## src/rtl/egk_bin_serializer_if.sv

```systemverilog
// rtl/egk_bin_serializer_if.sv - codeword input and bin output handshake bundle
interface egk_bin_serializer_if #(
    parameter int MAX_BITS = 16
);
    logic                in_valid;
    logic                in_ready;
    logic [MAX_BITS-1:0] in_code;
    logic [MAX_BITS-1:0] in_len;
    logic                bin_valid;
    logic                bin_ready;
    logic                bin_out;
    logic                bin_last;

    modport master (
        output in_valid, in_code, in_len, bin_ready,
        input  in_ready, bin_valid, bin_out, bin_last
    );

    modport slave (
        input  in_valid, in_code, in_len, bin_ready,
        output in_ready, bin_valid, bin_out, bin_last
    );
endinterface

```

## src/rtl/egk_bin_serializer.sv

```systemverilog
// rtl/egk_bin_serializer.sv - Exp-Golomb codeword FIFO and MSB-first bin serializer
// EGK_BIN_STATS_EN adds bin_total/cw_total consumer-side counters.
module egk_bin_serializer #(
    parameter int MAX_BITS = 16,
    parameter int DEPTH    = 4,
    parameter int LEN_BITS = $clog2(MAX_BITS) + 1
) (
    input  logic                clk,
    input  logic                rst,
    egk_bin_serializer_if.slave bus,
    output logic [LEN_BITS-1:0] fifo_count,
    output logic                len_err
`ifdef EGK_BIN_STATS_EN
    ,
    output logic [31:0]         bin_total,
    output logic [31:0]         cw_total
`endif
);

    localparam int PTR_BITS = $clog2(DEPTH);
    localparam int IDX_BITS = (MAX_BITS > 1) ? $clog2(MAX_BITS) : 1;
    localparam logic [LEN_BITS-1:0] DEPTH_L = LEN_BITS'(DEPTH);
    localparam logic [MAX_BITS-1:0] MAX_L   = MAX_BITS'(MAX_BITS);

    typedef enum logic {S_IDLE, S_SEND} state_t;

    logic [MAX_BITS-1:0] code_mem [DEPTH];
    logic [LEN_BITS-1:0] len_mem  [DEPTH];

    state_t              state_q, state_d;
    logic [PTR_BITS-1:0] wr_ptr_q, wr_ptr_d;
    logic [PTR_BITS-1:0] rd_ptr_q, rd_ptr_d;
    logic [LEN_BITS-1:0] count_q, count_d;
    logic [MAX_BITS-1:0] cur_code_q, cur_code_d;
    logic [IDX_BITS-1:0] cur_idx_q, cur_idx_d;
    logic                bin_valid_q, bin_valid_d;
    logic                bin_out_q, bin_out_d;
    logic                bin_last_q, bin_last_d;
    logic                len_err_q, len_err_d;
`ifdef EGK_BIN_STATS_EN
    logic [31:0]         bin_total_q, bin_total_d;
    logic [31:0]         cw_total_q, cw_total_d;
`endif

    logic                in_ready;
    logic                accept;
    logic                over_len;
    logic [LEN_BITS-1:0] in_len_c;
    logic                push;
    logic                fifo_empty;
    logic [MAX_BITS-1:0] head_code;
    logic [LEN_BITS-1:0] head_len;
    logic                head_avail;
    logic                take;
    logic                load;
    logic                pop;
    logic                store;

    always_comb begin
        in_ready   = (count_q < DEPTH_L);
        accept     = bus.in_valid && in_ready;
        over_len   = (bus.in_len > MAX_L);
        in_len_c   = over_len ? LEN_BITS'(MAX_BITS) : LEN_BITS'(bus.in_len);
        push       = accept && (bus.in_len != '0);
        fifo_empty = (count_q == '0);
        // With the FIFO empty the incoming codeword bypasses storage so bins start next cycle.
        head_code  = fifo_empty ? bus.in_code : code_mem[rd_ptr_q];
        head_len   = fifo_empty ? in_len_c : len_mem[rd_ptr_q];
        head_avail = !fifo_empty || push;
        take       = (state_q == S_SEND) && bus.bin_ready;
        load       = ((state_q == S_IDLE) || (take && (cur_idx_q == '0))) && head_avail;
        pop        = load && !fifo_empty;
        store      = push && !(load && fifo_empty);

        state_d    = state_q;
        cur_code_d = cur_code_q;
        cur_idx_d  = cur_idx_q;
        if (load) begin
            state_d    = S_SEND;
            cur_code_d = head_code;
            cur_idx_d  = IDX_BITS'(head_len - LEN_BITS'(1));
        end else if (take && (cur_idx_q != '0)) begin
            cur_idx_d = cur_idx_q - IDX_BITS'(1);
        end else if (take) begin
            state_d = S_IDLE;
        end

        bin_valid_d = (state_d == S_SEND);
        bin_out_d   = bin_valid_d && cur_code_d[cur_idx_d];
        bin_last_d  = bin_valid_d && (cur_idx_d == '0);

        wr_ptr_d = store ? wr_ptr_q + PTR_BITS'(1) : wr_ptr_q;
        rd_ptr_d = pop ? rd_ptr_q + PTR_BITS'(1) : rd_ptr_q;
        case ({store, pop})
            2'b10:   count_d = count_q + LEN_BITS'(1);
            2'b01:   count_d = count_q - LEN_BITS'(1);
            default: count_d = count_q;
        endcase

        len_err_d = len_err_q || (accept && over_len);
`ifdef EGK_BIN_STATS_EN
        bin_total_d = bin_total_q + {31'b0, take};
        cw_total_d  = cw_total_q + {31'b0, take && bin_last_q};
`endif
    end

    always_ff @(posedge clk) begin
        if (store) begin
            code_mem[wr_ptr_q] <= bus.in_code;
            len_mem[wr_ptr_q]  <= in_len_c;
        end
    end

    always_ff @(posedge clk or posedge rst) begin
        if (rst) begin
            state_q     <= S_IDLE;
            wr_ptr_q    <= '0;
            rd_ptr_q    <= '0;
            count_q     <= '0;
            cur_code_q  <= '0;
            cur_idx_q   <= '0;
            bin_valid_q <= 1'b0;
            bin_out_q   <= 1'b0;
            bin_last_q  <= 1'b0;
            len_err_q   <= 1'b0;
`ifdef EGK_BIN_STATS_EN
            bin_total_q <= '0;
            cw_total_q  <= '0;
`endif
        end else begin
            state_q     <= state_d;
            wr_ptr_q    <= wr_ptr_d;
            rd_ptr_q    <= rd_ptr_d;
            count_q     <= count_d;
            cur_code_q  <= cur_code_d;
            cur_idx_q   <= cur_idx_d;
            bin_valid_q <= bin_valid_d;
            bin_out_q   <= bin_out_d;
            bin_last_q  <= bin_last_d;
            len_err_q   <= len_err_d;
`ifdef EGK_BIN_STATS_EN
            bin_total_q <= bin_total_d;
            cw_total_q  <= cw_total_d;
`endif
        end
    end

    assign bus.in_ready  = in_ready;
    assign bus.bin_valid = bin_valid_q;
    assign bus.bin_out   = bin_out_q;
    assign bus.bin_last  = bin_last_q;
    assign fifo_count    = count_q;
    assign len_err       = len_err_q;
`ifdef EGK_BIN_STATS_EN
    assign bin_total     = bin_total_q;
    assign cw_total      = cw_total_q;
`endif

endmodule

```

## src/flat_wrapper.sv

```systemverilog
// flat-port wrapper written by rule: the top's interface ports become plain ports
module egk_bin_serializer_flat 
#(
    parameter int MAX_BITS = 16,
    parameter int DEPTH    = 4,
    parameter int LEN_BITS = $clog2(MAX_BITS) + 1
)
  (clk, rst, fifo_count, len_err, bus_in_valid, bus_in_code, bus_in_len, bus_bin_ready, bus_in_ready, bus_bin_valid, bus_bin_out, bus_bin_last);
  egk_bin_serializer_if #(.MAX_BITS(MAX_BITS)) bus_i ();
  input  logic clk;
  input  logic rst;
  output logic [LEN_BITS-1:0] fifo_count;
  output logic len_err;
  input wire logic [$bits(bus_i.in_valid)-1:0] bus_in_valid;
  input wire logic [$bits(bus_i.in_code)-1:0] bus_in_code;
  input wire logic [$bits(bus_i.in_len)-1:0] bus_in_len;
  input wire logic [$bits(bus_i.bin_ready)-1:0] bus_bin_ready;
  output wire logic [$bits(bus_i.in_ready)-1:0] bus_in_ready;
  output wire logic [$bits(bus_i.bin_valid)-1:0] bus_bin_valid;
  output wire logic [$bits(bus_i.bin_out)-1:0] bus_bin_out;
  output wire logic [$bits(bus_i.bin_last)-1:0] bus_bin_last;
  assign bus_i.in_valid = bus_in_valid;
  assign bus_i.in_code = bus_in_code;
  assign bus_i.in_len = bus_in_len;
  assign bus_i.bin_ready = bus_bin_ready;
  assign bus_in_ready = bus_i.in_ready;
  assign bus_bin_valid = bus_i.bin_valid;
  assign bus_bin_out = bus_i.bin_out;
  assign bus_bin_last = bus_i.bin_last;
  egk_bin_serializer #(.MAX_BITS(MAX_BITS), .DEPTH(DEPTH), .LEN_BITS(LEN_BITS)) u_core (.clk(clk), .rst(rst), .bus(bus_i), .fifo_count(fifo_count), .len_err(len_err));
endmodule
```

## config.mk

```make
export PLATFORM = sky130hd
export DESIGN_NAME = egk_bin_serializer_flat
export DESIGN_NICKNAME = d
export VERILOG_FILES = /design/src/rtl/egk_bin_serializer_if.sv /design/src/rtl/egk_bin_serializer.sv /design/src/flat_wrapper.sv
export SDC_FILE = /design/constraint.sdc
export NUM_CORES = 1
export LEC_CHECK = 0
export ABC_AREA = 1
export BUFFER_PORTS_ARGS = -buffer_cell sky130_fd_sc_hd__buf_2
export CORE_AREA = 4 4 120 122
export DETAILED_ROUTE_END_ITERATION = 16
export DIE_AREA = 0 0 124 126
export PLACE_DENSITY_LB_ADDON = 0.08
export RECOVER_POWER = 25
export SYNTH_ARGS = -nofsm -noshare
export SYNTH_HDL_FRONTEND = slang
export SYNTH_SLANG_ARGS = --single-unit
```

## constraint.sdc

```tcl
create_clock -name clk -period 3.2 [get_ports clk]
set_clock_uncertainty 0.05 [all_clocks]
set_input_delay 0.32 -clock clk [delete_from_list [all_inputs] [get_ports clk]]
set_output_delay 0.32 -clock clk [all_outputs]
set_load 0.02 [all_outputs]
```

# Word level (Yosys, flattened, before mapping)
# Memories as Yosys holds them, arrays and structs flattened.
# Index checks and enable logic that the tools add are counted.
# W data, S select, Z words.
[word_totals]
register_bits = 33
ramBits = 84
input_bits = 36
wordCells = 60
memories = 2
[memory_table]
columns = ["memory", "depth", "width", "read_ports", "rd_ports_with_merged_regs", "write_ports", "line_no", "source"]
rows = [
  ["u_core.code_mem", 4, 16, 1, 0, 1, "egk_bin_serializer.sv:27", "logic [MAX_BITS-1:0] code_mem [DEPTH];"],
  ["u_core.len_mem", 4, 5, 1, 0, 1, "egk_bin_serializer.sv:28", "logic [LEN_BITS-1:0] len_mem [DEPTH];"],
]
[op_classes]
n_addsub = 6
order_cmp = 3
eq_ne = 2
n_mux = 14
bitwise_logic = 1
reduce_logical = 23
[ops]
columns = ["operator", "n"]
rows = [
  ["$mux W16", 2],
  ["$gt A16 B5 Y1 const B", 1],
  ["$reduce_bool A16 Y1", 1],
  ["$logic_and A1 B1 Y1", 12],
  ["$mux W4", 3],
  ["$pmux W5 S2", 1],
  ["$logic_not A4 Y1", 2],
  ["$sub A4 B1 Y4 const B", 2],
  ["$mux W1", 6],
  ["$add A5 B1 Y5 const B", 1],
  ["$logic_not A5 Y1", 1],
  ["$lt A4 B5 Y1 const B", 1],
  ["$lt A5 B3 Y1 const B", 1],
  ["$mux W5", 1],
  ["$sub A5 B1 Y5 const B", 1],
  ["$add A2 B1 Y2 const B", 2],
  ["$bmux W1 S4", 1],
  ["$reduce_bool A4 Y1", 1],
  ["$logic_or A1 B1 Y1", 3],
  ["$eq A2 B1 Y1 const B", 1],
  ["$eq A2 B2 Y1 const B", 1],
  ["$logic_not A1 Y1", 2],
  ["$reduce_bool A2 Y1", 1],
  ["$not A1 Y1", 1],
]

# Longest topological paths before layout
[logic_depth]
ltp_word = 10
ltp_mapped = 17

# Worst setup path before layout
# No wires, ideal clock.
[synth_timing]
path_kind = "register to register"
from = "register u_core.count_q[4] (netlist: u_core.fifo_count[4])"
to = "register u_core.count_q[4] (netlist: u_core.fifo_count[4])"
setup_time_ns = 0.080
arrival_time_ns = 2.667
required_ns = 3.070
slack_ns = 0.403
path_stages_with_launch = 16
synth_period_minus_slack_ns = 2.797
path_cell_list = "dfrtp_1 nor2_1 nand2_1 inv_2 nand3_4 clkbuf_1 o211ai_2 ha_1 inv_1 fa_1 nor2_1 a211oi_1 nand2_1 nand2_1 nor2_1 xor2_1"
[synth_via]
elab_chain_len = 10
elab_cells_between_ends = 17
classes_between = "add/sub: 2; order compare: 1; eq/ne: 2; mux: 1; reduce/logical: 11"
[synth_lines]
columns = ["item", "line_no", "source"]
rows = [
  ["start, declared", "egk_bin_serializer.sv:33", "logic [LEN_BITS-1:0] count_q, count_d;"],
  ["start signal, assigned", "egk_bin_serializer.sv:134", "count_q <= count_d;"],
  ["$lt A5 B3 Y1 (*)", "egk_bin_serializer.sv:60", "in_ready = (count_q < DEPTH_L);"],
  ["net bus_in_ready", "flat_wrapper.sv:18", "output wire logic [$bits(bus_i.in_ready)-1:0] bus_in_ready;"],
  ["$logic_and A1 B1 Y1 (*)", "egk_bin_serializer.sv:61", "accept = bus.in_valid && in_ready;"],
  ["$logic_and A1 B1 Y1 (*)", "egk_bin_serializer.sv:64", "push = accept && (bus.in_len != '0);"],
  ["$logic_or A1 B1 Y1", "egk_bin_serializer.sv:69", "head_avail = !fifo_empty || push;"],
  ["$logic_and A1 B1 Y1", "egk_bin_serializer.sv:71", "load = ((state_q == S_IDLE) || (take && (cur_idx_q == '0))) && head_avail;"],
  ["$logic_and A1 B1 Y1", "egk_bin_serializer.sv:73", "store = push && !(load && fifo_empty);"],
  ["$logic_not A1 Y1", "egk_bin_serializer.sv:73", ""],
  ["$logic_and A1 B1 Y1", "egk_bin_serializer.sv:73", ""],
  ["$eq A2 B1 Y1 / $eq A2 B2 Y1 (equally long branches)", "egk_bin_serializer.sv:94", "case ({store, pop})"],
  ["$pmux W5 S2 / $reduce_bool A2 Y1 (equally long branches)", "--", ""],
]
# The timed path passes the listed nets; every way through them passes the cells marked *.
# A chain may end at the register's enable or synchronous reset.

# Worst setup path after layout
[layout_timing]
from = "register u_core.cur_idx_q[0]"
to = "register u_core.count_q[4] (netlist: u_core.fifo_count[4])"
[layout_via]
elab_chain_len = 9
elab_cells_between_ends = 12
classes_between = "eq/ne: 2; mux: 1; reduce/logical: 9"
[layout_lines]
columns = ["item", "line_no", "source"]
rows = [
  ["start, declared", "egk_bin_serializer.sv:35", "logic [IDX_BITS-1:0] cur_idx_q, cur_idx_d;"],
  ["start signal, assigned", "egk_bin_serializer.sv:136", "cur_idx_q <= cur_idx_d;"],
  ["$logic_not A4 Y1 (*)", "egk_bin_serializer.sv:71", ""],
  ["$logic_and A1 B1 Y1 (*)", "egk_bin_serializer.sv:71", ""],
  ["$logic_or A1 B1 Y1 (*)", "egk_bin_serializer.sv:71", ""],
  ["$logic_and A1 B1 Y1 (*)", "egk_bin_serializer.sv:71", ""],
  ["$logic_and A1 B1 Y1", "egk_bin_serializer.sv:73", ""],
  ["$logic_not A1 Y1", "egk_bin_serializer.sv:73", ""],
  ["$logic_and A1 B1 Y1", "egk_bin_serializer.sv:73", ""],
  ["$eq A2 B1 Y1 / $eq A2 B2 Y1 (equally long branches)", "egk_bin_serializer.sv:94", ""],
  ["$pmux W5 S2 / $reduce_bool A2 Y1 (equally long branches)", "--", ""],
]
# Every way passes the cells marked *; elsewhere a longest branch is shown, timed or not.

==> impl_metrics.toml <==
[synth]
synth_seq_cells = 113
synthesis.nets = 566
synth_most_common_cell = "nand2_1"
netlist_area_sq_um = 5260
synth_common_cells = "nand2_1 (135), edfxtp_1 (80), nor2_1 (75), o21ai_0 (44), dfrtp_1 (33)"
netlist_instances = 519
ys_top_cells_by_area = "edfxtp_1 (46%), dfrtp_1 (16%), nand2_1 (9.6%)"
synthDistinctLibCells = 40
yosysTopAreaCell = "edfxtp_1"
avgSynthCellArea_sq_um = 10.1
seq_area_frac_synth_pct = 61.3
synth_flop_cell = "edfxtp_1"
yosys.area.top_type_share_pct = 45.6
async_flop_share_pct = 29.2
synth_edf_count = 80
yosys_warnings = 0

[detailed_routing]
wirelength_um = 11500
drc_errors = 0
vias_per_cell = 4.89
drt-initial-drc-count = 254
ant_nets = 0
dr.pass1.iters = 4
via_count = 3742
post_drt_wl_per_cell_um = 15.1

[cts]
cts_setup_buffers = 0
clock-sinks = 113
worstSkewPairLatency_ps = 410
cts_buffer_depth = 2
cts_tree = "built"
hold_buffers = 1
cts_buffers = 17
h-tree-depth = 4
cts_resized = 0
cts_root_buffer = "clkbuf_16"
path_clk_slew_ps = 50

[final_layout]
stdcell_area_sq_um = 6210
antenna_cells = 0
fin_nets = 624
nFillCells = 1293
area_growth_pct = 18.0
layout.cells.non_filler = 766
drive_above_1_share_pct = 16.4

[place]
io_buffers = 45
postPlaceCellArea_sq_um = 5670
dp_hpwl_um = 7670
place_ws_ps = 543
place.gp.congestion = 0.830
placedCellCount = 733

[critical_path]
end_kind = "register"
crit_family = "adder cells"
start_kind = "register"
cp.arrival_ps = 2950
critPathRequiredTime_ps = 3490
timing.rr.start = "u_core.cur_idx_q[0]"
critical-path-max-stage-delay_ps = 410
r2r_slack_ps = 530
cp.buffers_inverters = 3
cp_num_cells = 15
crit_slowest_cell = "fa_1"
worstPathMaxFanout = 4
r2r_end = "u_core.fifo_count[4]"
path_cells = "inv_1, ha_1, nand2_1, o21ai_4, inv_1, o211ai_2, ha_1, inv_1, fa_1, nor2_1, a211oi_1, nand2_1, nand2_1, nor2_1, xor2_1"
worst_r2r_path_depth = 15
worstSetupPathType = "reg2reg"

[floorplanning]
ios = 46
coreArea_sq_um = 13200
die-area_sq_um = 15600
rows = 42
start_util_pct = 39.9
die_h_um = 126
die_x_um = 124

[sta]
hold_ws_ps = 172
worstMarginPinSlew_ps = 469
setup_tns_ps = 0
slew_headroom_pct = 68.5
period_minus_slack_ps = 2670
finalMaxSlewViolations = 0
hold_viol = 0
finalCritPeriodShare_pct = 83.3
setup_viol = 0
rsz0062_at_grt = "no"
fmax_mhz = 375
fin_ws_ps = 534

[hold_path]
min_to = "u_core.code_mem[0][14]"
worstHoldStart = "bus_in_code[14]"
holdPathStages = 1
hp-class = "in2reg"

[power_and_ir_drop]
p_per_area_nw_per_um2 = 982
leakagePower_uw = 0.00256
vdd_drop_max_mv = 0.415

[global_route]
grt_pass1_wl_um = 19400
antenna_found_initial = 0
grt_pass1_vias = 3909
grt_max_degree = 36
overflow = 0
grt_usage_pct = 16.2

[job]
maxCapViolations = 0

[status]
status = "completed"
==> stage by stage <==
step | util, % | power [uW]
CTS | 47.2 | 6210
detailed placement | 43.0 | 4420
floorplan | - | 3820
global route | 47.1 | 6600
finish | 47.1 | 6100
global placement | 43.0 | 4400
==> routing by layer <==
layer / track usage [%] / vias to the layer above / wire [um]
li1: - / 1862 / -
met1: 19.7 / 1802 / 5080
met2: 27.2 / 62 / 5790
met3: 4.35 / 16 / 429
met4: 6.77 / 0 / 227
met5: 0 / - / 0
==> area by class of cell <==
| class | count | area, sq um | share of cell area [%] |
|---|---|---|---|
| clock buffer | 18 | 429 | 6.91 |
| clock inverter | 14 | 123 | 1.97 |
| inverter | 36 | 138 | 2.22 |
| multi-input combinational | 351 | 1770 | 28.5 |
| sequential | 113 | 3230 | 52.0 |
| tap | 176 | 220 | 3.55 |
| timing repair buffer | 58 | 305 | 4.92 |
==> cells in the final DEF (no fill, tap or decap), types with 12 or more instances in the layout <==
master,instances
o21ai_0,44
buf_4,12
inv_1,31
o22ai_1,14
edfxtp_1,80
dfrtp_1,33
nor2_1,73
clkbuf_16,17
nand2_1,135
clkbuf_1,17
nand3_1,23
buf_2,29
==> report_power, final <==
group / total, uW / internal, uW / switching (uW)
Sequential: 1970 / 1840 / 122
Clock: 1760 / 1120 / 635
Combinational: 2370 / 791 / 1580
==> logic make-up after synthesis <==
family	Yosys count	synth area share (%)
flip-flops	113	61.3
adder cells (fa/ha/maj)	11	2.76
XOR/XNOR	7	1.17
buffers and inverters	55	5.16
AND/OR/NAND/NOR	256	20.8
AO/OA/AOI/OAI	77	8.77
==> worst max-delay path by stage <==
stage | from | to | slack [ps]
after floorplan | u_core.fifo_count[4] | u_core.fifo_count[4] | 400
after global placement | u_core.cur_idx_q[0] | u_core.fifo_count[4] | 640
after detailed placement | u_core.cur_idx_q[0] | u_core.fifo_count[4] | 540
after CTS | u_core.cur_idx_q[0] | u_core.fifo_count[4] | 510
after global routing | u_core.cur_idx_q[0] | u_core.fifo_count[4] | 270
final | u_core.cur_idx_q[0] | u_core.fifo_count[4] | 530
==> state kept, by name (all words and copies together), names as in the netlist <==
register	cells
u_core.cur_idx_q	4
u_core.state_q	1
u_core.bus.bin_out	1
u_core.fifo_count	5
u_core.len_err	1
u_core.code_mem	64
u_core.bus.bin_last	1
u_core.wr_ptr_q	2
u_core.len_mem	16
u_core.rd_ptr_q	2
u_core.cur_code_q	16
(Power assumes the default switching activity.)
